$ cat config.mk
export PLATFORM = sky130hd
export DESIGN_NAME = my_countdown_timer_flat
export DESIGN_NICKNAME = d
export VERILOG_FILES = /design/src/rtl/my_countdown_timer_pkg.sv /design/src/rtl/my_countdown_timer_if.sv /design/src/rtl/my_countdown_timer_bcd_down_digit.sv /design/src/rtl/my_countdown_timer.sv /design/src/flat_wrapper.sv
export SDC_FILE = /design/constraint.sdc
export NUM_CORES = 1
export LEC_CHECK = 0
export ABC_AREA = 1
export BUFFER_PORTS_ARGS = -buffer_cell sky130_fd_sc_hd__buf_4
export CAP_MARGIN = 10
export CORE_MARGIN = 8
export CORE_UTILIZATION = 27
export DETAILED_ROUTE_END_ITERATION = 7
export GPL_TIMING_DRIVEN = 0
export MAX_ROUTING_LAYER = met4
export PLACE_DENSITY = 0.52
export SLEW_MARGIN = 0
export SYNTH_ARGS = -nofsm -noshare
export SYNTH_HDL_FRONTEND = slang
export SYNTH_SLANG_ARGS = --single-unit
$ cat constraint.sdc
create_clock -name cp -period 2.5 [get_ports cp]
set_input_delay 0.125 -clock cp [delete_from_list [all_inputs] [get_ports cp]]
set_output_delay 0.125 -clock cp [all_outputs]
set_load 0.01 [all_outputs]
$ cat src/rtl/my_countdown_timer_pkg.sv
// Shared types, BCD constants and helpers for the mm:ss countdown timer.
package my_countdown_timer_pkg;

    typedef enum logic [1:0] {
        StIdle,
        StRun,
        StPause,
        StDone
    } state_e;

    localparam logic [3:0] BCD_NINE = 4'd9;
    localparam logic [3:0] BCD_FIVE = 4'd5;

    function automatic logic [3:0] bcd_clamp(input logic [3:0] digit, input logic [3:0] limit);
        return (digit > limit) ? limit : digit;
    endfunction

    function automatic int unsigned bcd_value(input logic [7:0] b);
        return 32'(b[7:4]) * 32'd10 + 32'(b[3:0]);
    endfunction

    function automatic logic [7:0] to_bcd(input int unsigned v);
        return {4'(v / 32'd10), 4'(v % 32'd10)};
    endfunction

endpackage

$ cat src/rtl/my_countdown_timer_if.sv
// Control/data bundle between the timer and its controller (load, run control, digits, flags).
interface my_countdown_timer_if;

    logic       tick;
    logic       ld;
    logic [7:0] d_min;
    logic [7:0] d_sec;
    logic       start;
    logic       pause;
    logic [7:0] q_min;
    logic [7:0] q_sec;
    logic       run;
    logic       done;
    logic       alm;
    logic       zero;

    modport master (
        output tick, ld, d_min, d_sec, start, pause,
        input  q_min, q_sec, run, done, alm, zero
    );

    modport slave (
        input  tick, ld, d_min, d_sec, start, pause,
        output q_min, q_sec, run, done, alm, zero
    );

endinterface

$ cat src/rtl/my_countdown_timer_bcd_down_digit.sv
// One BCD down-counting digit with synchronous load; wraps 0 -> MODULUS_TOP and borrows out.
module my_countdown_timer_bcd_down_digit #(
    parameter logic [3:0] MODULUS_TOP = 4'd9
) (
    input  logic       cp,
    input  logic       cr,
    input  logic       ld,
    input  logic [3:0] d,
    input  logic       en,
    output logic [3:0] q,
    output logic       bo
);

    logic [3:0] q_q, q_d;

    always_comb begin
        q_d = q_q;
        if (en) begin
            q_d = (q_q == 4'd0) ? MODULUS_TOP : q_q - 4'd1;
        end
    end

    always_ff @(posedge cp) begin
        if (!cr) begin
            q_q <= 4'd0;
        end else if (!ld) begin
            q_q <= d;
        end else begin
            q_q <= q_d;
        end
    end

    assign q  = q_q;
    assign bo = en && (q_q == 4'd0);

endmodule

$ cat src/rtl/my_countdown_timer.sv
// mm:ss BCD countdown timer: preload, run/pause on pulses, decrement per 1 Hz tick,
// flag DONE at 00:00 and hold the alarm for ALARM_TICKS ticks.
module my_countdown_timer
    import my_countdown_timer_pkg::*;
#(
    parameter int unsigned MAX_MIN     = 99,
    parameter int unsigned ALARM_TICKS = 10
) (
    input logic                 cp,
    input logic                 cr,
    my_countdown_timer_if.slave bus
);

    localparam int unsigned    CntW      = $clog2(ALARM_TICKS + 1);
    localparam logic [7:0]     MaxMinBcd = to_bcd(MAX_MIN);

    state_e            state_q, state_d;
    logic              alm_q, alm_d;
    logic [CntW-1:0]   cnt_q, cnt_d;

    logic [3:0] q_su, q_st, q_mu, q_mt;
    logic       bo_su, bo_st, bo_mu, unused_bo_mt;
    logic [3:0] ld_su, ld_st;
    logic [7:0] ld_min;
    logic       zero, at_one, dec_en;

    assign ld_su = bcd_clamp(bus.d_sec[3:0], BCD_NINE);
    assign ld_st = bcd_clamp(bus.d_sec[7:4], BCD_FIVE);

    // Digits are clamped first, then the whole minute value is limited.
    always_comb begin
        ld_min = {bcd_clamp(bus.d_min[7:4], BCD_NINE), bcd_clamp(bus.d_min[3:0], BCD_NINE)};
        if (bcd_value(ld_min) > MAX_MIN) begin
            ld_min = MaxMinBcd;
        end
    end

    assign zero   = ({q_mt, q_mu, q_st, q_su} == 16'h0000);
    assign at_one = ({q_mt, q_mu, q_st, q_su} == 16'h0001);
    // A PAUSE in RUN is a transition, so it suppresses a coincident decrement.
    assign dec_en = (state_q == StRun) && bus.tick && !bus.pause && !zero;

    my_countdown_timer_bcd_down_digit #(.MODULUS_TOP(BCD_NINE)) u_sec_units (
        .cp(cp), .cr(cr), .ld(bus.ld), .d(ld_su), .en(dec_en), .q(q_su), .bo(bo_su)
    );
    my_countdown_timer_bcd_down_digit #(.MODULUS_TOP(BCD_FIVE)) u_sec_tens (
        .cp(cp), .cr(cr), .ld(bus.ld), .d(ld_st), .en(bo_su), .q(q_st), .bo(bo_st)
    );
    my_countdown_timer_bcd_down_digit #(.MODULUS_TOP(BCD_NINE)) u_min_units (
        .cp(cp), .cr(cr), .ld(bus.ld), .d(ld_min[3:0]), .en(bo_st), .q(q_mu), .bo(bo_mu)
    );
    my_countdown_timer_bcd_down_digit #(.MODULUS_TOP(BCD_NINE)) u_min_tens (
        .cp(cp), .cr(cr), .ld(bus.ld), .d(ld_min[7:4]), .en(bo_mu), .q(q_mt),
        .bo(unused_bo_mt)
    );

    always_comb begin
        state_d = state_q;
        alm_d   = alm_q;
        cnt_d   = cnt_q;
        if (!bus.ld) begin
            state_d = StIdle;
            alm_d   = 1'b0;
            cnt_d   = '0;
        end else begin
            unique case (state_q)
                StIdle: begin
                    if (bus.start && !bus.pause && !zero) state_d = StRun;
                end
                StRun: begin
                    if (bus.pause) begin
                        state_d = StPause;
                    end else if (dec_en && at_one) begin
                        state_d = StDone;
                        alm_d   = 1'b1;
                        cnt_d   = '0;
                    end
                end
                StPause: begin
                    if (bus.start && !bus.pause) state_d = StRun;
                end
                StDone: begin
                    if (bus.tick && alm_q) begin
                        cnt_d = cnt_q + 1'b1;
                        if (cnt_q == CntW'(ALARM_TICKS - 1)) alm_d = 1'b0;
                    end
                end
                default: state_d = StIdle;
            endcase
        end
    end

    always_ff @(posedge cp) begin
        if (!cr) begin
            state_q <= StIdle;
            alm_q   <= 1'b0;
            cnt_q   <= '0;
        end else begin
            state_q <= state_d;
            alm_q   <= alm_d;
            cnt_q   <= cnt_d;
        end
    end

    assign bus.q_min = {q_mt, q_mu};
    assign bus.q_sec = {q_st, q_su};
    assign bus.run   = (state_q == StRun);
    assign bus.done  = (state_q == StDone);
    assign bus.alm   = alm_q;
    assign bus.zero  = zero;

endmodule

$ cat src/flat_wrapper.sv
// flat-port wrapper written by rule: the top's interface ports become plain ports
module my_countdown_timer_flat import my_countdown_timer_pkg::*;
#(
    parameter int unsigned MAX_MIN     = 99,
    parameter int unsigned ALARM_TICKS = 10
)
  (cp, cr, bus_tick, bus_ld, bus_d_min, bus_d_sec, bus_start, bus_pause, bus_q_min, bus_q_sec, bus_run, bus_done, bus_alm, bus_zero);
  my_countdown_timer_if bus_i ();
  input logic cp;
  input logic cr;
  input wire logic [$bits(bus_i.tick)-1:0] bus_tick;
  input wire logic [$bits(bus_i.ld)-1:0] bus_ld;
  input wire logic [$bits(bus_i.d_min)-1:0] bus_d_min;
  input wire logic [$bits(bus_i.d_sec)-1:0] bus_d_sec;
  input wire logic [$bits(bus_i.start)-1:0] bus_start;
  input wire logic [$bits(bus_i.pause)-1:0] bus_pause;
  output wire logic [$bits(bus_i.q_min)-1:0] bus_q_min;
  output wire logic [$bits(bus_i.q_sec)-1:0] bus_q_sec;
  output wire logic [$bits(bus_i.run)-1:0] bus_run;
  output wire logic [$bits(bus_i.done)-1:0] bus_done;
  output wire logic [$bits(bus_i.alm)-1:0] bus_alm;
  output wire logic [$bits(bus_i.zero)-1:0] bus_zero;
  assign bus_i.tick = bus_tick;
  assign bus_i.ld = bus_ld;
  assign bus_i.d_min = bus_d_min;
  assign bus_i.d_sec = bus_d_sec;
  assign bus_i.start = bus_start;
  assign bus_i.pause = bus_pause;
  assign bus_q_min = bus_i.q_min;
  assign bus_q_sec = bus_i.q_sec;
  assign bus_run = bus_i.run;
  assign bus_done = bus_i.done;
  assign bus_alm = bus_i.alm;
  assign bus_zero = bus_i.zero;
  my_countdown_timer #(.MAX_MIN(MAX_MIN), .ALARM_TICKS(ALARM_TICKS)) u_core (.cp(cp), .cr(cr), .bus(bus_i));
endmodule
# Word-level counts from Yosys, hierarchy flattened
# Cells that the tools add are included.
# Widths: inputs -> output; s select.
# op_classes
n_addsub,6
mul,1
div_mod_pow,0
n_lt_le_gt_ge,5
eq_ne,16
shifts,0
mux,31
n_bitwise,0
reduce_logical,24
# op_table
operator,n
$mux 4,19
$gt 32x7->1 const B,1
$ne 2x1->1 const B,9
$eq 16x1->1 const B,1
$logic_not 16->1,1
$logic_not 4->1,4
$sub 4x1->4 const B,4
$gt 4x4->1 const B,3
$logic_and 1x1->1,10
$add 8x4->9,1
$mux 2,4
$mux 8,1
$pmux 4 s2,1
$reduce_and 4->1,2
$mul 4x3->7 const B,1
$pmux 2 s3,1
$reduce_and 5->1,1
$add 4x1->4 const B,1
$eq 2x2->1 const B,2
$eq 4x4->1 const B,1
$gt 4x3->1 const B,1
$mux 1,4
$ne 3x2->1 const B,1
$reduce_bool 3->1,1
7 further kinds,8
# totals
reg_bits,23
latch_bits,0
ram_bits,0
rom_bits,0
input_bits,22
output_inout_bits,20
wordCells,90
memories,0

# Depth between registers and ports, before layout
# Gate-level depths: netlist of the first run.
# depth
depth_word,9
mapped_depth,19
mapped_depth_nobuf,19

# Modules after synthesis
# From an unflattened synthesis of the first run, not the netlist that was laid out.
# unflattened
cells_unflattened,338
area_unflattened_um2,2043.2
# by_module_without_submodules
module,instances,cells_each,area_per_inst_um2,seq_area_each_um2
my_countdown_timer,1,167,998.5,140.1
my_countdown_timer_bcd_down_digit (u_core.u_min_tens ...),3,43,256.5,80.1
my_countdown_timer_bcd_down_digit (u_core.u_sec_tens),1,42,275.3,80.1

# Least setup slack after synthesis of the first run
# No wires, ideal clock.
# synth_timing
kind,input to register
startpoint,in bus_d_min[5]
endpoint,reg u_core.u_min_tens.q_q[0] (netlist: u_core.u_min_tens.q[0])
t_arrival_ns,2.111
path_slack_ns,0.267
path_stages,17
n_path_buf,0
path_cell_list,inv_1 > a21oi_1 > or2_2 > ha_1 > ha_1 > fa_1 > inv_1 > nor2_1 > nand2_1 > nand2_1 > nand2_1 > nand2_1 > nand2_1 > nand2_1 > nand2_1 > nand2_1 > a21oi_1
# synth_via
elab_chain_cells,7
# synth_lines
item,line_no,rtl
"start, declared",flat_wrapper.sv:13,input wire logic [$bits(bus_i.d_min)-1:0] bus_d_min;
$gt 4x4->1,my_countdown_timer_pkg.sv:15,return (digit > limit) ? limit : digit;
$mux 4 *,my_countdown_timer_pkg.sv:15,
$mul 4x3->7,my_countdown_timer_pkg.sv:19,return 32'(b[7:4]) * 32'd10 + 32'(b[3:0]);
$add 8x4->9,my_countdown_timer_pkg.sv:19,
$gt 32x7->1,my_countdown_timer.sv:33,if (bcd_value(ld_min) > MAX_MIN) begin
$mux 8 *,my_countdown_timer.sv:33,
$mux 4 *,my_countdown_timer_bcd_down_digit.sv:26,end else if (!ld) begin
"end signal, assigned",my_countdown_timer_bcd_down_digit.sv:29,q_q <= q_d;
"end, declared",my_countdown_timer_bcd_down_digit.sv:14,"logic [3:0] q_q, q_d;"
# Every way passes the cells marked *; elsewhere a longest branch is shown, timed or not.
# A chain may end at the register's enable or synchronous reset.

# Worst setup path in the final report of the first run
# layout_timing
startpoint,in bus_d_min[5]
endpoint,reg u_core.u_min_tens.q_q[3] (netlist: u_core.u_min_tens.q[3])
# Same word-level chain as after synthesis.

==> results.ini, run 1 <==
[synth]
syn_nets = 315
ys_types = 38
avgSynthCellArea_um2 = 6.78
yosysWarnings = 0
synth_area_leaders = dfxtp_1, nand2_1, inv_1, a21oi_1, ha_1
synth_seq_cells = 23
netlist_instances = 282
synth-edff-count = 0
synthArstFlopShare_pct = 0
synth_top_area_share_pct = 24.1
yosys.area.top_type = dfxtp_1
synthFlopType = dfxtp_1
yosysSeqAreaShare_pct = 24.1
syn-cell-area_um2 = 1910

[route]
first_pass_iters = 4
wl_per_cell_um = 11.5
routed_via_density = 4.51
drc = 0
ant_nets = 0
routed_wl_mm = 4.85
drt_iter0_markers = 78
dr_total_vias = 1904

[flow_run]
cap_viol_max_count = 0

[sta]
period_minus_slack_ps = 2290
tns_ps = 0
slew_violations = 0
hold_viol = 0
setup_viol = 0
worst_pin_slew_ps = 470
layout_worst_path_cycle_share_pct = 91.5
finalClockSkew_ps = 6.06
relSlewSlack_pct = 68.7
fmax_mhz = 437
rsz0062_at_grt = no
setup_slack_ps = 213

[setup_path]
critPathLaunch = bus_d_min[5]
path_class = in -> reg
start_kind = input port
cp_max_fo = 8
worstPathArrival_ps = 2450
cp-end-kind = flop
crit_required_ps = 2660
rr_startpoint = u_core.state_q[0]$_SDFFE_PN0P_

[floorplan]
die_area_um2 = 10000
initial_utilization_pct = 28.0
core_um2 = 6830
rows = 30
die_h_um = 100
die_w_um = 100
io_pins = 42

[clocking]
post-cts-setup-buffers = 0
cts_tree = yes
cts_resized = 0
cts_made_buffers = 3
insertion_delay_ps = 260
ctsHoldBuffers = 0
htreeDepth = 1
cts_root_buf = clkbuf_8
ctsLongestPathBuffers = 2
cts.sinks = 23
path_clk_slew_ps = 90

[grt]
grt.overflow.total = 0
grt_pass1_wl_mm = 8.36
antenna_found_initial = 0
grt.total_usage_pct = 10.1
grt_max_degree = 13
grt_pass1_vias = 1835

[pwr]
clkPwrFrac_pct = 23.3
power.density_nw_per_um2 = 424
ir_drop_mv = 0.164
switchingPower_uw = 363
switching_share_pct = 36.0
seqPwrFrac_pct = 41.4
p_int_uw = 646
combPwrFrac_pct = 35.3
p_leak_uw = 0.00112

[placed_design]
hpwl_mm = 3.98
place_congestion = 0.788
port_buffers = 40
post-place-ws_ps = -166

[finish]
fin_nets = 360
syn2layout_area_growth_pct = 24.6
layout-drive-gt1-share_pct = 23.9
antenna-diode-count = 0
fill_cells = 754
register_area_um2 = 460
multi_input_area_um2 = 1270

[status]
status = completed

[worst_hold_path]
hp-start = bus_d_min[5]
worstHoldPathType = in -> reg

power groups by stage:
| stage | logic (µW) | registers (µW) | clock network [µW] |
|---|---|---|---|
| 4_1_cts | 359 | 418 | 249 |
| 2_1_floorplan | 240 | 430 | 0 |
| 3_3_place_gp | 356 | 427 | 0 |
| 6_report | 356 | 418 | 235 |
| 5_1_grt | 407 | 422 | 264 |
| 3_5_place_dp | 358 | 427 | 0 |
worst max-delay path: stages:
cell and delay [ps]:
buf_4 110, inv_1 80, a21oi_1 90, or2_2 320
ha_1 190, ha_1 210, fa_1 520, inv_1 60
nor2_1 140, nand2_1 60, nand2_1 50, nand2_1 50
nand2_1 50, nand2_1 50, nand2_2 130, nand2_1 80
nand2_1 60, a21oi_1 50
layout by cell type (no fill, tap or decap), drive strengths merged:
master   count
buf         44
o2111ai      1
o21ai       20
o21bai       1
nand4        5
o311ai       1
ha           9
or2          2
nand2       72
dfxtp       23
clkinv       1
o21a         1
clkbuf       6
a21oi       23
a31oi        2
a22oi        3
fa           2
xor2         2
nand3       16
o22ai        1
inv         42
nor3         6
nand3b       3
o211ai       1
nor2        35
a211oi       4
state kept, by name, indices dropped and copies added, names as in the netlist:
signal                count
u_core.u_sec_tens.q       4
u_core.bus.alm            1
u_core.u_min_units.q      4
u_core.u_min_tens.q       4
u_core.u_sec_units.q      4
u_core.cnt_q              4
u_core.state_q            2
logic make-up (layout without fill, tap and decap cells):
| family | after synthesis | in the layout | share of synthesized area (%) |
|---|---|---|---|
| adders and majority gates | 11 | 11 | 7.99 |
| buffers and inverters | 49 | 93 | 9.82 |
| and+or+nand+nor | 139 | 139 | 37.8 |
| DFF | 23 | 23 | 24.1 |
| AOI/OAI and AO/OA | 58 | 58 | 19.4 |
| xor gates and xnor gates | 2 | 2 | 0.917 |
synth_stat cells, types with 2 or more instances:
cell / count
nand2_1: 61
buf_2: 3
nor2_8: 2
inv_1: 41
xor2_1: 2
nand3b_1: 3
o21ai_4: 3
a211oi_1: 2
nor2_2: 3
nand2_4: 5
a211oi_2: 2
a31oi_1: 2
a22oi_1: 3
o21ai_0: 16
ha_1: 9
nand3_1: 16
dfxtp_1: 23
nor2_4: 4
a21oi_1: 23
or2_2: 2
nand4_1: 3
clkbuf_1: 2
nor2_1: 26
nand2_2: 6
fa_1: 2
nor3_1: 6
metal layers:
metal  part of all wire (%)  up-vias  global-route usage [%]
met1                     48      850                    12.2
met3                    4.1        2                    1.59
met5                      0        -                       -
met2                     47       35                    17.2
met4                   0.64        0                    2.44
li1                       -     1017                       -
through the flow:
step / hold WS (ps) / cell area [µm²] / total power, µW / instances / util [%]
2_1_floorplan: 286 / 1910 / 670 / 282 / -
3_3_place_gp: 422 / 2330 / 783 / 418 / 34.1
3_5_place_dp: 429 / 2330 / 784 / 418 / 34.1
4_1_cts: 139 / 2380 / 1030 / 422 / 34.8
5_1_grt: 149 / 2380 / 1090 / 422 / 34.9
6_report: 139 / 2380 / 1010 / 422 / 34.9
final timing paths:
| path | cells after the start | slack [ps] | end |
|---|---|---|---|
| max | 18 | 210 | u_core.u_min_tens.q[3]$_SDFFE_PN0P_ |
| min | 3 | 140 | u_core.u_min_tens.q[1]$_SDFFE_PN0P_ |
| max reg2reg | 9 | 920 | u_core.u_min_tens.q[1]$_SDFFE_PN0P_ |
| min reg2reg | 2 | 470 | u_core.u_sec_tens.q[3]$_SDFFE_PN0P_ |
layout make-up:
class / count / share of cell area [%]
plain buffers: 6 / 1.10
clock buffers: 4 / 1.89
inverters: 43 / 6.78
multi-input cells: 210 / 53.2
flip-flops and latches: 23 / 19.3
well taps: 96 / 5.04
repair buffers: 40 / 12.6
Power figures use the tool's default switching activity.
==> run 2: changes to the inputs <==
--- a/config.mk
+++ b/config.mk
@@ -5,15 +5,14 @@
 export SDC_FILE = /design/constraint.sdc
 export NUM_CORES = 1
 export LEC_CHECK = 0
-export ABC_AREA = 1
+export ABC_CLOCK_PERIOD_IN_PS = 2500
 export BUFFER_PORTS_ARGS = -buffer_cell sky130_fd_sc_hd__buf_4
 export CAP_MARGIN = 10
-export CORE_MARGIN = 8
 export CORE_UTILIZATION = 27
 export DETAILED_ROUTE_END_ITERATION = 7
 export GPL_TIMING_DRIVEN = 0
 export MAX_ROUTING_LAYER = met4
-export PLACE_DENSITY = 0.52
+export PLACE_DENSITY = 0.53
 export SLEW_MARGIN = 0
 export SYNTH_ARGS = -nofsm -noshare
 export SYNTH_HDL_FRONTEND = slang
==> run 2 against run 1 <==
Effect of this change:
- wire length down 11%
- die area shrank 33%
- worst hold slack improved by 19 ps
- synthesized cell count decreased by 25%
- sequential power hardly changed
- synthesized area shrank 10%
- clock-buffer cell count did not move
- register-to-register slack got worse by 650 ps
- critical path depth down 6
- critical path type unchanged
- highest routed layer unchanged
==> results.ini, run 2 <==
[sta]
worst_pin_slew_ps = 536  ; was 470 ps
finalClockSkew_ps = 2.34  ; was 6.06 ps
setup_slack_ps = 83.0  ; was 213 ps
fmax_mhz = 414  ; was 437 MHz
hold_viol = 0  ; unchanged
layout_worst_path_cycle_share_pct = 96.7  ; was 91.5%
relSlewSlack_pct = 63.9  ; was 68.7%
setup_viol = 0  ; unchanged
rsz0062_at_grt = no  ; unchanged
slew_violations = 0  ; unchanged
tns_ps = 0  ; unchanged
period_minus_slack_ps = 2420  ; was 2290 ps

[finish]
final_common_cell = buf_4  ; was nand2_1
syn2layout_area_growth_pct = 31.4  ; was 24.6%
layout_common_cells = buf_4, dfxtp_1, nor2_1  ; was nand2_1, inv_1, buf_4
antenna-diode-count = 0  ; unchanged
finalNonFillerCells = 331  ; was 422
fill_cells = 651  ; was 754
layout-drive-gt1-share_pct = 28.1  ; was 23.9%
fin_nets = 290  ; was 360
final_util_pct = 37.4  ; was 34.9%
fin_area_um2 = 2250  ; was 2380 µm²

[route]
drt_iter0_markers = 63  ; was 78
drc = 0  ; unchanged
wl_per_cell_um = 13.0  ; was 11.5 µm
routed_via_density = 5.14  ; was 4.51
dr_total_vias = 1701  ; was 1,904
ant_nets = 0  ; unchanged
routed_wl_mm = 4.30  ; was 4.85 mm
first_pass_iters = 4  ; unchanged

[pwr]
power.density_nw_per_um2 = 418  ; was 424 nW/µm²
p_leak_uw = 0.000905  ; was 0.00112 µW
ir_drop_mv = 0.225  ; was 0.164 mV

[placed_design]
post-place-ws_ps = -367  ; was -166 ps
port_buffers = 38  ; was 40
hpwl_mm = 3.32  ; was 3.98 mm
placed_area_um2 = 2130  ; was 2330 µm²
place_congestion = 0.772  ; was 0.788
dp.cells = 324  ; was 418

[clocking]
insertion_delay_ps = 260  ; about the same
cts_root_buf = clkbuf_8  ; unchanged
cts_tree = yes  ; unchanged
cts_made_buffers = 3  ; unchanged
cts.sinks = 23  ; unchanged
htreeDepth = 1  ; unchanged
path_clk_slew_ps = 80  ; was 90 ps
ctsLongestPathBuffers = 2  ; unchanged

[worst_hold_path]
worstHoldPathType = in -> reg  ; unchanged
hp-start = bus_d_min[7]  ; was bus_d_min[5]

[setup_path]
critical_path.max_stage_delay_ps = 570  ; was 520 ps
path_class = in -> reg  ; unchanged
cp_slowest_cell = fa_2  ; was fa_1
path_common_cell = buf_4  ; was nand2_1
worstPathArrival_ps = 2610  ; was 2450 ps
critPathLaunch = bus_d_min[5]  ; unchanged
path_cells = buf_4 -> nor2b_4 -> ha_1 -> ha_4 -> fa_2 -> nand3_2 -> nor3b_2 -> inv_1 -> a311oi_4 -> buf_4 -> o211ai_1 -> a21oi_1  ; was buf_4 -> inv_1 -> a21oi_1 -> or2_2 -> ha_1 -> ha_1 -> fa_1 -> inv_1 -> nor2_1 -> nand2_1 -> nand2_1 -> nand2_1 -> nand2_1 -> nand2_1 -> nand2_2 -> nand2_1 -> nand2_1 -> a21oi_1
start_kind = input port  ; unchanged
cp_max_fo = 4  ; was 8
cp-end-kind = flop  ; unchanged
rr_startpoint = u_core.u_min_units.q[3]$_SDFFE_PN0P_  ; was u_core.state_q[0]$_SDFFE_PN0P_
rrSetupSlack_ps = 270  ; was 920 ps
crit_required_ps = 2690  ; was 2660 ps

[grt]
antenna_found_initial = 0  ; unchanged
grt_pass1_vias = 1516  ; was 1,835
grt_max_degree = 13  ; unchanged
grt.total_usage_pct = 13.9  ; was 10.1%
grt.overflow.total = 0  ; unchanged
grt_pass1_wl_mm = 7.01  ; was 8.36 mm

[synth]
synth_top_area_share_pct = 26.8  ; was 24.1%
syn-cell-area_um2 = 1720  ; was 1910 µm²
synth-edff-count = 0  ; unchanged
yosysMostFrequentCell = dfxtp_1  ; was nand2_1
yosysSeqAreaShare_pct = 26.8  ; was 24.1%
synthArstFlopShare_pct = 0  ; unchanged
synthFlopType = dfxtp_1  ; unchanged
yosysWarnings = 0  ; unchanged
ys_types = 53  ; was 38
synth_commonest_cells = dfxtp_1, nor2_1, o21ai_0  ; was nand2_1, inv_1, nor2_1
synth_seq_cells = 23  ; unchanged
synth_area_leaders = dfxtp_1, ha_1, o21ai_0, a21oi_1, nor2_1  ; was dfxtp_1, nand2_1, inv_1, a21oi_1, ha_1
netlist_instances = 211  ; was 282
avgSynthCellArea_um2 = 8.13  ; was 6.78 µm²
syn_nets = 244  ; was 315
yosys.area.top_type = dfxtp_1  ; unchanged

[status]
status = completed  ; unchanged

[flow_run]
cap_viol_max_count = 0  ; unchanged

[floorplan]
die_w_um = 81.7  ; was 100 µm
core_um2 = 6030  ; was 6830 µm²
die_h_um = 81.7  ; was 100 µm
io_pins = 42  ; unchanged
initial_utilization_pct = 28.5  ; was 28.0%
die_area_um2 = 6680  ; was 10,000 µm²
rows = 28  ; was 30

-- run 2: changes by cell type after synthesis, moves of 5 or more --
cell     previous run  this run
a21oi_1            23        16
nand2_4             5         0
inv_1              41        12
and3_1              0         5
nand2_1            61        16
nor2_1             26        18
nand2_2             6         0
nor2b_1             0         6
nand3_1            16         4
-- run 2: cell type report --
type	instances	area, µm²	area share [%]
multi-input combinational	167	1250	55.4
sequential	23	460	20.4
timing repair buffer	41	308	13.7
tap	75	93.8	4.16
buffer	9	52.6	2.33
clock buffer	4	45.0	2.00
inverter	12	45.0	2.00
-- run 2: path summary, 6_finish.rpt --
path	endpoint	cells past startpoint
hold / removal	u_core.u_min_tens.q[3]$_SDFFE_PN0P_	2
hold reg to reg	u_core.cnt_q[1]$_SDFFE_PN0P_	2
setup / recovery	u_core.u_min_units.q[2]$_SDFFE_PN0P_	12
setup reg to reg	u_core.bus.alm$_SDFFE_PN0P_	6
-- run 2: repair_timing --
| item | in CTS | in global routing |
|---|---|---|
| resized for setup | 3 | 7 |
| setup endpoints to repair | 4 | 7 |
| buffers inserted | 2 | 1 |
| pin swaps | 1 | 5 |
| hold buffers | 0 | 0 |
-- run 2: stage by stage --
stage / hold WS (ps) / total power, µW
CTS: 145 / 937
global placement: 419 / 688
detailed placement: 417 / 691
global route: 151 / 1010
finish: 157 / 943
floorplan: 315 / 593
-- run 2: routing by layer --
layer  routed length (µm)  track usage [%]  vias to the layer above  share of wire [%]
met5                    0                -                        -                  0
met4                   31             2.11                        0               0.72
met3                  158             2.33                        2                3.7
met2                 2070             22.9                       34                 48
met1                 2050             18.2                      801                 48
li1                     -                -                      864                  -
-- run 2: power by group --
part	total (µW)	switching [µW]	internal (µW)
clock network	230	116	114
logic	296	149	147
registers	417	33.0	384
total	943	298	645
-- run 2: kinds of logic (layout without fill, tap and decap cells) --
family / Yosys count / after routing / share of synthesized area (%)
AOI/OAI and AO/OA: 66 / 66 / 25.5
muxes: 2 / 2 / 1.17
buffers and inverters: 21 / 66 / 4.81
DFF: 23 / 23 / 26.8
adders and majority gates: 11 / 11 / 8.90
xor gates and xnor gates: 9 / 9 / 4.59
and+or+nand+nor: 79 / 79 / 28.2
-- run 2: worst max-delay path: cells and delay by family --
| kind | cells | cell delay [ps] |
|---|---|---|
| AOI/OAI and AO/OA | 3 | 640 |
| adders and majority gates | 3 | 1080 |
| buffers and inverters | 3 | 380 |
| and+or+nand+nor | 3 | 390 |
